**config.mk**
```make
export PLATFORM = sky130hd
export DESIGN_NAME = mac_overflow_monitor
export DESIGN_NICKNAME = d
export VERILOG_FILES = /design/src/rtl/mac_overflow_monitor.sv
export SDC_FILE = /design/constraint.sdc
export NUM_CORES = 1
export LEC_CHECK = 0
export BUFFER_PORTS_ARGS = -buffer_cell sky130_fd_sc_hd__buf_2
export CORE_ASPECT_RATIO = 1.25
export CORE_MARGIN = 2
export CORE_UTILIZATION = 50
export CTS_CLUSTER_SIZE = 25
export DETAILED_ROUTE_END_ITERATION = 6
export PLACE_DENSITY = 0.67
export SLEW_MARGIN = 20
export SYNTH_ARGS = -nofsm -noshare
export SYNTH_HDL_FRONTEND = slang
export SYNTH_SLANG_ARGS = --single-unit
```
**constraint.sdc**
```tcl
create_clock -name clk -period 6.2 [get_ports clk]
set_input_delay 1.86 -clock clk [delete_from_list [all_inputs] [get_ports clk]]
set_output_delay 1.86 -clock clk [all_outputs]
set_load 0.005 [all_outputs]
```
**src/rtl/mac_overflow_monitor.sv**
```systemverilog
// mac_overflow_monitor: windowed per-lane MAC overflow event counters with sticky flags and read port.
// Optional saturation interrupt enabled by defining OVF_MON_IRQ_EN.
module mac_overflow_monitor #(
    parameter int LANES = 4,
    parameter int CNT_W = 16,
    parameter int WIN_W = 16,
    localparam int LW = (LANES > 1) ? $clog2(LANES) : 1
) (
    input  logic             clk,
    input  logic             reset,
    input  logic             valid_in,
    input  logic [LANES-1:0] sum_pos_ovf,
    input  logic [LANES-1:0] sum_neg_ovf,
    input  logic [LANES-1:0] prod_pos_ovf,
    input  logic [LANES-1:0] prod_neg_ovf,
    input  logic [WIN_W-1:0] window_len,
    input  logic             start,
    input  logic             stop,
    output logic             busy,
    output logic             done,
    output logic [LANES-1:0] sticky,
    input  logic             rd_req,
    input  logic [LW-1:0]    rd_lane,
    input  logic [1:0]       rd_sel,
    output logic             rd_valid,
    output logic [CNT_W-1:0] rd_data,
    output logic             irq
);
    localparam logic [CNT_W-1:0] CMAX = {CNT_W{1'b1}};
    localparam logic [WIN_W-1:0] WMAX = {WIN_W{1'b1}};

    typedef enum logic [1:0] {IDLE, RUN, DONE} state_t;
    state_t state, next;

    logic [CNT_W-1:0] cnt [4][LANES];
    logic [LANES-1:0] flags [4];
    logic [LANES-1:0] flags_any;
    logic [WIN_W-1:0] wcnt, wlen;
    logic go, fin, count;

    always_comb begin
        flags[0] = sum_pos_ovf;
        flags[1] = sum_neg_ovf;
        flags[2] = prod_pos_ovf;
        flags[3] = prod_neg_ovf;
        flags_any = sum_pos_ovf | sum_neg_ovf | prod_pos_ovf | prod_neg_ovf;
    end

    // stop and window end in the same cycle collapse into one transition
    always_comb begin
        go = state != RUN && start;
        fin = state == RUN && (stop || (valid_in && wlen != '0 && wcnt + 1'b1 == wlen));
        count = state == RUN && valid_in;
        next = go ? RUN : fin ? DONE : state;
    end

    assign busy = state == RUN;

    always_ff @(posedge clk) begin
        if (!reset) begin
            state <= IDLE;
            done <= 1'b0;
            wcnt <= '0;
            wlen <= '0;
            sticky <= '0;
            rd_valid <= 1'b0;
            rd_data <= '0;
            for (int t = 0; t < 4; t++)
                for (int l = 0; l < LANES; l++)
                    cnt[t][l] <= '0;
        end else begin
            state <= next;
            done <= fin;
            rd_valid <= rd_req;
            // registered read returns the pre-update value
            rd_data <= (rd_req && 32'(rd_lane) < LANES) ? cnt[rd_sel][rd_lane] : '0;
            if (go) begin
                wcnt <= '0;
                wlen <= window_len;
                sticky <= '0;
                for (int t = 0; t < 4; t++)
                    for (int l = 0; l < LANES; l++)
                        cnt[t][l] <= '0;
            end else if (count) begin
                wcnt <= wcnt + WIN_W'(wcnt != WMAX);
                sticky <= sticky | flags_any;
                for (int t = 0; t < 4; t++)
                    for (int l = 0; l < LANES; l++)
                        if (flags[t][l] && cnt[t][l] != CMAX)
                            cnt[t][l] <= cnt[t][l] + 1'b1;
            end
        end
    end

`ifdef OVF_MON_IRQ_EN
    logic sat;

    always_comb begin
        sat = 1'b0;
        for (int t = 0; t < 4; t++)
            for (int l = 0; l < LANES; l++)
                sat = sat | (cnt[t][l] == CMAX);
    end

    always_ff @(posedge clk) begin
        if (!reset || go)
            irq <= 1'b0;
        else if (sat)
            irq <= 1'b1;
    end
`else
    assign irq = 1'b0;
`endif
endmodule

```
==> impl_metrics.tcl, run 1 <==
set metrics [dict create \
    cts_inserted_buffers 34 \
    gr-total-overflow 0 \
    gp_routability_congestion 0.878 \
    path_buf_inv 2 \
    grt_max_degree 53 \
    via_per_inst 5.77 \
    rrSetupSlack_ns 2.68 \
    pin_count 66 \
    drtIter0Drc 1123 \
    fin_crit_ns 4.53 \
    netSwitchingPower_uw 1310 \
    ir_worst_vdd_v 0.000216 \
    worstMarginPinSlew_ns 1.05 \
    dieHeight_um 212 \
    fillers 2926 \
    cp.required_ns 6.46 \
    synth_area_um2 17300 \
    clk_path_buf_depth 3 \
    hp-start "sticky[2]$_SDFFE_PP0N_" \
    rsz0062_at_grt "no" \
    hold_end "sticky[2]$_SDFFE_PP0N_" \
    cts_tree "yes" \
    num_vias 12054 \
    ys_warn_count 0 \
    async_flop_share_pct 0 \
    regArea_um2 8810 \
    yosysUniqueCellTypes 49 \
    path_cells "buf_2 > and3b_1 > and2_1 > nand2_1 > a31oi_1 > a2111oi_0 > and4b_4 > buf_4 > nor2_1" \
    p_seq_share_pct 52.6 \
    skew_ns 0.0160 \
    setup_viol 0 \
    clock_latency_ns 0.53 \
    synthFlopType "edfxtp_1" \
    whs_path_depth 2 \
    grt_usage_pct 23.2 \
    antenna_found_initial 2 \
    min_period_over_period_pct 73.1 \
    p_per_area_nw_per_um2 267 \
    fin_setup_tns_ns 0 \
    start_kind "input port" \
    syn-instance-count 1551 \
    status "finished, final reports clean" \
    syn_area_per_cell_um2 11.2 \
    hold_buffers 0 \
    grt_pass1_vias 11618 \
    wl_per_cell_um 19.7 \
    slew_viol_final 0 \
    final-hold-violation-count 0 \
    multi_input_area_um2 8080 \
    fin_nets 1655 \
    ys_seq_elements 312 \
    ant_nets 0 \
    syn_nets 1612 \
    finalPower_uw 5070 \
    crit_fanout 51 \
    clkPwrFrac_pct 36.7 \
    first_pass_iters 5 \
    crit_arrival_ns 4.79 \
    synth_edf_count 256 \
    grt_pass1_wl_mm 64.3 \
    cp_top_family "simple AND/OR/NAND/NOR gates" \
    cts_num_sinks 312 \
    path_class "in2reg" \
    core-area_um2 34300 \
    crit_path_end_kind "flip-flop" \
    chipWidth_um 171 \
    max_slew_margin_pct 29.8 \
    switching_share_pct 25.9 \
    slowest_stage "and4b_4" \
    hold_path.class "reg2reg" \
    hpwl_mm 30.3 \
    path_clk_slew_ns 0.06 \
    seq_area_frac_synth_pct 50.8 \
    max_stage_delay_ns 0.77 \
    leakage_uw 0.00656 \
    cts_root_buf "clkbuf_16" \
    route.detailed.drc 0 \
    area_growth_syn_to_layout_pct 9.35 \
    r2r_end "cnt[1][38]$_SDFFCE_PN0P_" \
    initial_core_util_pct 50.5 \
    rows 76 \
    p_comb_share_pct 10.7 \
    r2r-start "cnt[2][48]$_SDFFCE_PN0P_" \
    cts_resized 0 \
    ff2ff_path_depth 8 \
    drive_gt1_share_pct 12.9 \
    die_area_um2 36200 \
    fmax_mhz 221 \
    ctsHtreeMaxLevel 2 \
    p_int_uw 3750 \
    io_buffer_count 64 \
    final_core_util_pct 55.3 \
    drt_wl_total_mm 41.2 \
    post-cts-setup-buffer-count 0 \
    max_cap_viol_count 0 \
]
## final cells by class
type / instances / share of cell area [%]
diodes: 3 / 0.0396
multi-input cells: 1147 / 42.6
clock buffers: 42 / 4.81
flip-flops and latches: 312 / 46.4
clock inverters: 17 / 0.416
repair buffers: 72 / 2.08
well taps: 468 / 3.09
inverters: 27 / 0.534
## logic make-up (layout without fill, tap and decap cells)
logic type	count (synthesis)	in the layout	share of synthesized area (%)
buffers and inverters	92	158	2.67
XOR/XNOR	251	251	12.7
AND/OR/NAND/NOR	726	726	19.2
flip-flops	312	312	50.8
multiplexers	83	83	10.6
adder cells (fa/ha/maj)	19	19	1.37
AO/OA/AOI/OAI	67	67	2.73
other	1	4	0.0216
## power by group through the flow
stage,clock network (µW),logic [µW],registers [µW]
floorplan,0,413,2630
global placement,0,532,2700
detailed placement,0,541,2700
CTS,1900,545,2660
global route,1970,590,2690
finish,1860,543,2670
## tightest hold or removal path, cell delays in order, from the launching register on
cell and delay [ns]:
dfxtp_1 0.33, a21oi_1 0.04, nor2_1 0.07
## metrics by stage
stage | hold WS, ns | area, µm² | std cells | setup WS (ns)
2_1_floorplan | 0.450 | 17300 | 1551 | 2.14
3_3_place_gp | 0.452 | 18000 | 2026 | 1.25
3_5_place_dp | 0.459 | 18000 | 2026 | 1.16
4_1_cts | 0.478 | 19000 | 2085 | 1.71
5_1_grt | 0.506 | 19000 | 2085 | 1.46
6_report | 0.476 | 19000 | 2088 | 1.67
## how the worst max path moves through the flow
stage                   from                       end  slack, ns  cells after the start
detailed placement  valid_in  cnt[1][42]$_SDFFCE_PN0P_       1.16                      9
global placement    valid_in  cnt[1][37]$_SDFFCE_PN0P_       1.25                      9
floorplan           valid_in   cnt[2][0]$_SDFFCE_PN0P_       2.14                      9
CTS                 valid_in  cnt[1][37]$_SDFFCE_PN0P_       1.71                      9
finish              valid_in  cnt[1][38]$_SDFFCE_PN0P_       1.67                      9
global route        valid_in  cnt[1][38]$_SDFFCE_PN0P_       1.46                      9
## registers in the layout (all words and copies together) (netlist names)
register,flops
wlen,16
wcnt,16
done,1
state,2
cnt,256
sticky,4
rd_data,16
rd_valid,1
## cells in the mapped netlist, types with 2 or more instances
cell | instances | area (µm²)
a21oi_1 | 15 | 75.1
a22o_1 | 15 | 131
a31o_2 | 7 | 61.3
a31oi_1 | 6 | 37.5
a41oi_1 | 2 | 17.5
and2_1 | 22 | 138
and3_1 | 53 | 332
and4_1 | 11 | 96.3
buf_1 | 10 | 37.5
buf_2 | 10 | 50.1
buf_4 | 2 | 15.0
buf_6 | 13 | 146
clkbuf_1 | 30 | 113
dfxtp_1 | 56 | 1120
edfxtp_1 | 256 | 7690
ha_1 | 19 | 238
inv_1 | 27 | 101
mux2i_1 | 2 | 20.0
mux4_2 | 80 | 1800
nand2_1 | 114 | 428
nand2b_1 | 3 | 18.8
nand3_1 | 111 | 556
nand4_1 | 37 | 231
nor2_1 | 327 | 1230
nor2b_1 | 12 | 75.1
nor3_1 | 9 | 45.0
nor4_1 | 8 | 50.1
o211ai_1 | 2 | 15.0
o21ai_0 | 11 | 55.1
o311ai_0 | 2 | 17.5
or2_2 | 2 | 12.5
or3_1 | 8 | 50.1
or4_1 | 4 | 30.0
xnor2_1 | 115 | 1010
xor2_1 | 136 | 1190
## placed cells by master, fill, tap and decap left out, types with 15 or more instances in the layout
| cell | netlist | final |
|---|---|---|
| and2_1 | 22 | 23 |
| nor2_1 | 327 | 327 |
| nand3_1 | 111 | 111 |
| xnor2_1 | 115 | 115 |
| buf_2 | 10 | 63 |
| xor2_1 | 136 | 136 |
| inv_1 | 27 | 27 |
| clkbuf_16 | 0 | 35 |
| edfxtp_1 | 256 | 256 |
| mux4_2 | 80 | 80 |
| a21oi_1 | 15 | 15 |
| dfxtp_1 | 56 | 56 |
| nand2_1 | 114 | 114 |
| ha_1 | 19 | 19 |
| a22o_1 | 15 | 15 |
| nand4_1 | 37 | 37 |
| and3_1 | 53 | 53 |
## routing by layer
metal	vias to the layer above	track usage (%)	wire length, µm
met5	-	0	0
met4	0	10.5	1840
met3	82	4.10	2810
met2	383	38.8	20000
met1	5939	29.4	16600
li1	5650	-	-
Power figures use the tool's default switching activity.
==> run 2: changes to the inputs <==
==> constraint.sdc (replaced) <==
create_clock -name clk -period 4.3 [get_ports clk]
set_input_delay 1.29 -clock clk [delete_from_list [all_inputs] [get_ports clk]]
set_output_delay 1.29 -clock clk [all_outputs]
set_load 0.005 [all_outputs]
==> impl_metrics.tcl, run 2 (synthesis gave the netlist of run 1 again) <==
set metrics [dict create \
    status "finished, final reports clean" \
    gp_routability_congestion 0.903 \
    drive_gt1_share_pct 13.7 \
    regMostFlops "cnt" \
    first_pass_iters 5 \
    drt_wl_total_mm 42.0 \
    ctsHtreeMaxLevel 2 \
    clkPwrFrac_pct 40.2 \
    grt_max_degree 65 \
    wl_per_cell_um 20.0 \
    r2r-start "cnt[2][48]$_SDFFCE_PN0P_" \
    ant_nets 0 \
    hold_end "sticky[1]$_SDFFE_PP0N_" \
    whs_path_depth 2 \
    switching_share_pct 24.9 \
    clk_path_buf_depth 3 \
    ir_worst_vdd_v 0.000342 \
    hp-start "sticky[1]$_SDFFE_PP0N_" \
    crit_arrival_ns 3.56 \
    netSwitchingPower_uw 1930 \
    drtIter0Drc 1074 \
    min_period_over_period_pct 76.5 \
    max_slew_margin_pct 46.0 \
    gr-total-overflow 0 \
    grt_pass1_wl_mm 66.1 \
    final_common_cell "nor2_1" \
    finalInstanceArea_um2 19300 \
    via_per_inst 5.78 \
    cts_inserted_buffers 35 \
    rsz0062_at_grt "no" \
    area_growth_syn_to_layout_pct 11.2 \
    fmax_mhz 304 \
    route.detailed.drc 0 \
    largest_reg_flops 256 \
    rows 76 \
    hold_path.class "reg2reg" \
    layout_common_cells "327 x nor2_1, 256 x edfxtp_1, 136 x xor2_1, 115 x xnor2_1, 114 x nand2_1" \
    crit_path_end_kind "flip-flop" \
    skew_ns 0.0279 \
    worstMarginPinSlew_ns 0.810 \
    io_buffer_count 64 \
    initial_core_util_pct 50.5 \
    antenna_found_initial 2 \
    post-cts-setup-buffer-count 0 \
    multi_input_area_um2 8080 \
    regArea_um2 8810 \
    cts_tree "yes" \
    path_class "in2reg" \
    grt_usage_pct 23.8 \
    core-area_um2 34300 \
    setup_viol 0 \
    path_clk_slew_ns 0.06 \
    p_comb_share_pct 10.3 \
    p_int_uw 5850 \
    chipWidth_um 171 \
    fillers 2874 \
    fin_crit_ns 3.29 \
    grt_pass1_vias 12000 \
    dieHeight_um 212 \
    max_cap_viol_count 0 \
    final_core_util_pct 56.2 \
    num_vias 12129 \
    leakage_uw 0.00673 \
    cp.required_ns 4.57 \
    clock_latency_ns 0.53 \
    start_kind "input port" \
    fin_nets 1664 \
    die_area_um2 36200 \
    cts_root_buf "clkbuf_16" \
    rrSetupSlack_ns 1.08 \
    p_seq_share_pct 49.5 \
    hold_buffers 0 \
    crit_fanout 39 \
    hpwl_mm 30.8 \
    p_per_area_nw_per_um2 403 \
    ff2ff_path_depth 8 \
    dpl_cell_area_um2 18100 \
    cts_num_sinks 312 \
    r2r_end "cnt[0][25]$_SDFFCE_PN0P_" \
    fin_setup_tns_ns 0 \
    cts_resized 0 \
    pin_count 66 \
    slew_viol_final 0 \
    final-hold-violation-count 0 \
]
-- run 2: area by class of cell --
class / count / share of cell area, %
Clock buffer: 49 / 5.57
Clock inverter: 14 / 0.707
Multi-Input combinational cell: 1147 / 41.9
Inverter: 27 / 0.525
Timing Repair Buffer: 80 / 2.62
Tap cell: 468 / 3.03
Sequential cell: 312 / 45.6
Antenna cell: 2 / 0.0259
-- run 2: power by group through the flow --
| stage | combinational (µW) | clock, µW | sequential, µW |
|---|---|---|---|
| final | 801 | 3130 | 3850 |
| after global placement | 782 | 0 | 3900 |
| after CTS | 800 | 3190 | 3840 |
| after floorplan | 595 | 0 | 3790 |
| after detailed placement | 794 | 0 | 3900 |
| after global routing | 872 | 3310 | 3880 |
-- run 2: critical path, stage by stage --
cell,delay [ns]
buf_2,0.11
and3b_1,0.16
and2_1,0.36
nand2_1,0.15
a31oi_1,0.06
a2111oi_0,0.44
and4b_4,0.63
buf_12,0.27
nor2_1,0.08
-- run 2: per-stage QoR --
| stage | power [µW] | hold slack (ns) | cells | setup WS [ns] |
|---|---|---|---|---|
| global placement | 4680 | 0.445 | 2034 | 0.572 |
| floorplan | 4390 | 0.450 | 1551 | 0.812 |
| CTS | 7830 | 0.471 | 2097 | 1.04 |
| finish | 7780 | 0.468 | 2099 | 1.01 |
| global route | 8060 | 0.505 | 2097 | 0.796 |
| detailed placement | 4700 | 0.458 | 2034 | 0.487 |
-- run 2: how the worst max path moves through the flow --
| stage | startpoint | end | slack, ns | cells after the start |
|---|---|---|---|---|
| after global placement | valid_in | cnt[0][31]$_SDFFCE_PN0P_ | 0.57 | 9 |
| after CTS | valid_in | cnt[1][56]$_SDFFCE_PN0P_ | 1.04 | 9 |
| after floorplan | valid_in | cnt[2][0]$_SDFFCE_PN0P_ | 0.81 | 9 |
| after global routing | cnt[2][48]$_SDFFCE_PN0P_ | cnt[1][56]$_SDFFCE_PN0P_ | 0.80 | 8 |
| after detailed placement | valid_in | cnt[0][23]$_SDFFCE_PN0P_ | 0.49 | 9 |
| final | valid_in | cnt[0][25]$_SDFFCE_PN0P_ | 1.01 | 9 |
-- run 2: metal layers --
| layer | part of all wire, % | vias to the layer above | track usage, % |
|---|---|---|---|
| li1 | - | 5673 | - |
| met1 | 39 | 5926 | 29.2 |
| met2 | 49 | 435 | 39.2 |
| met3 | 8.0 | 95 | 6.14 |
| met4 | 4.8 | 0 | 11.3 |
| met5 | 0 | - | 0 |
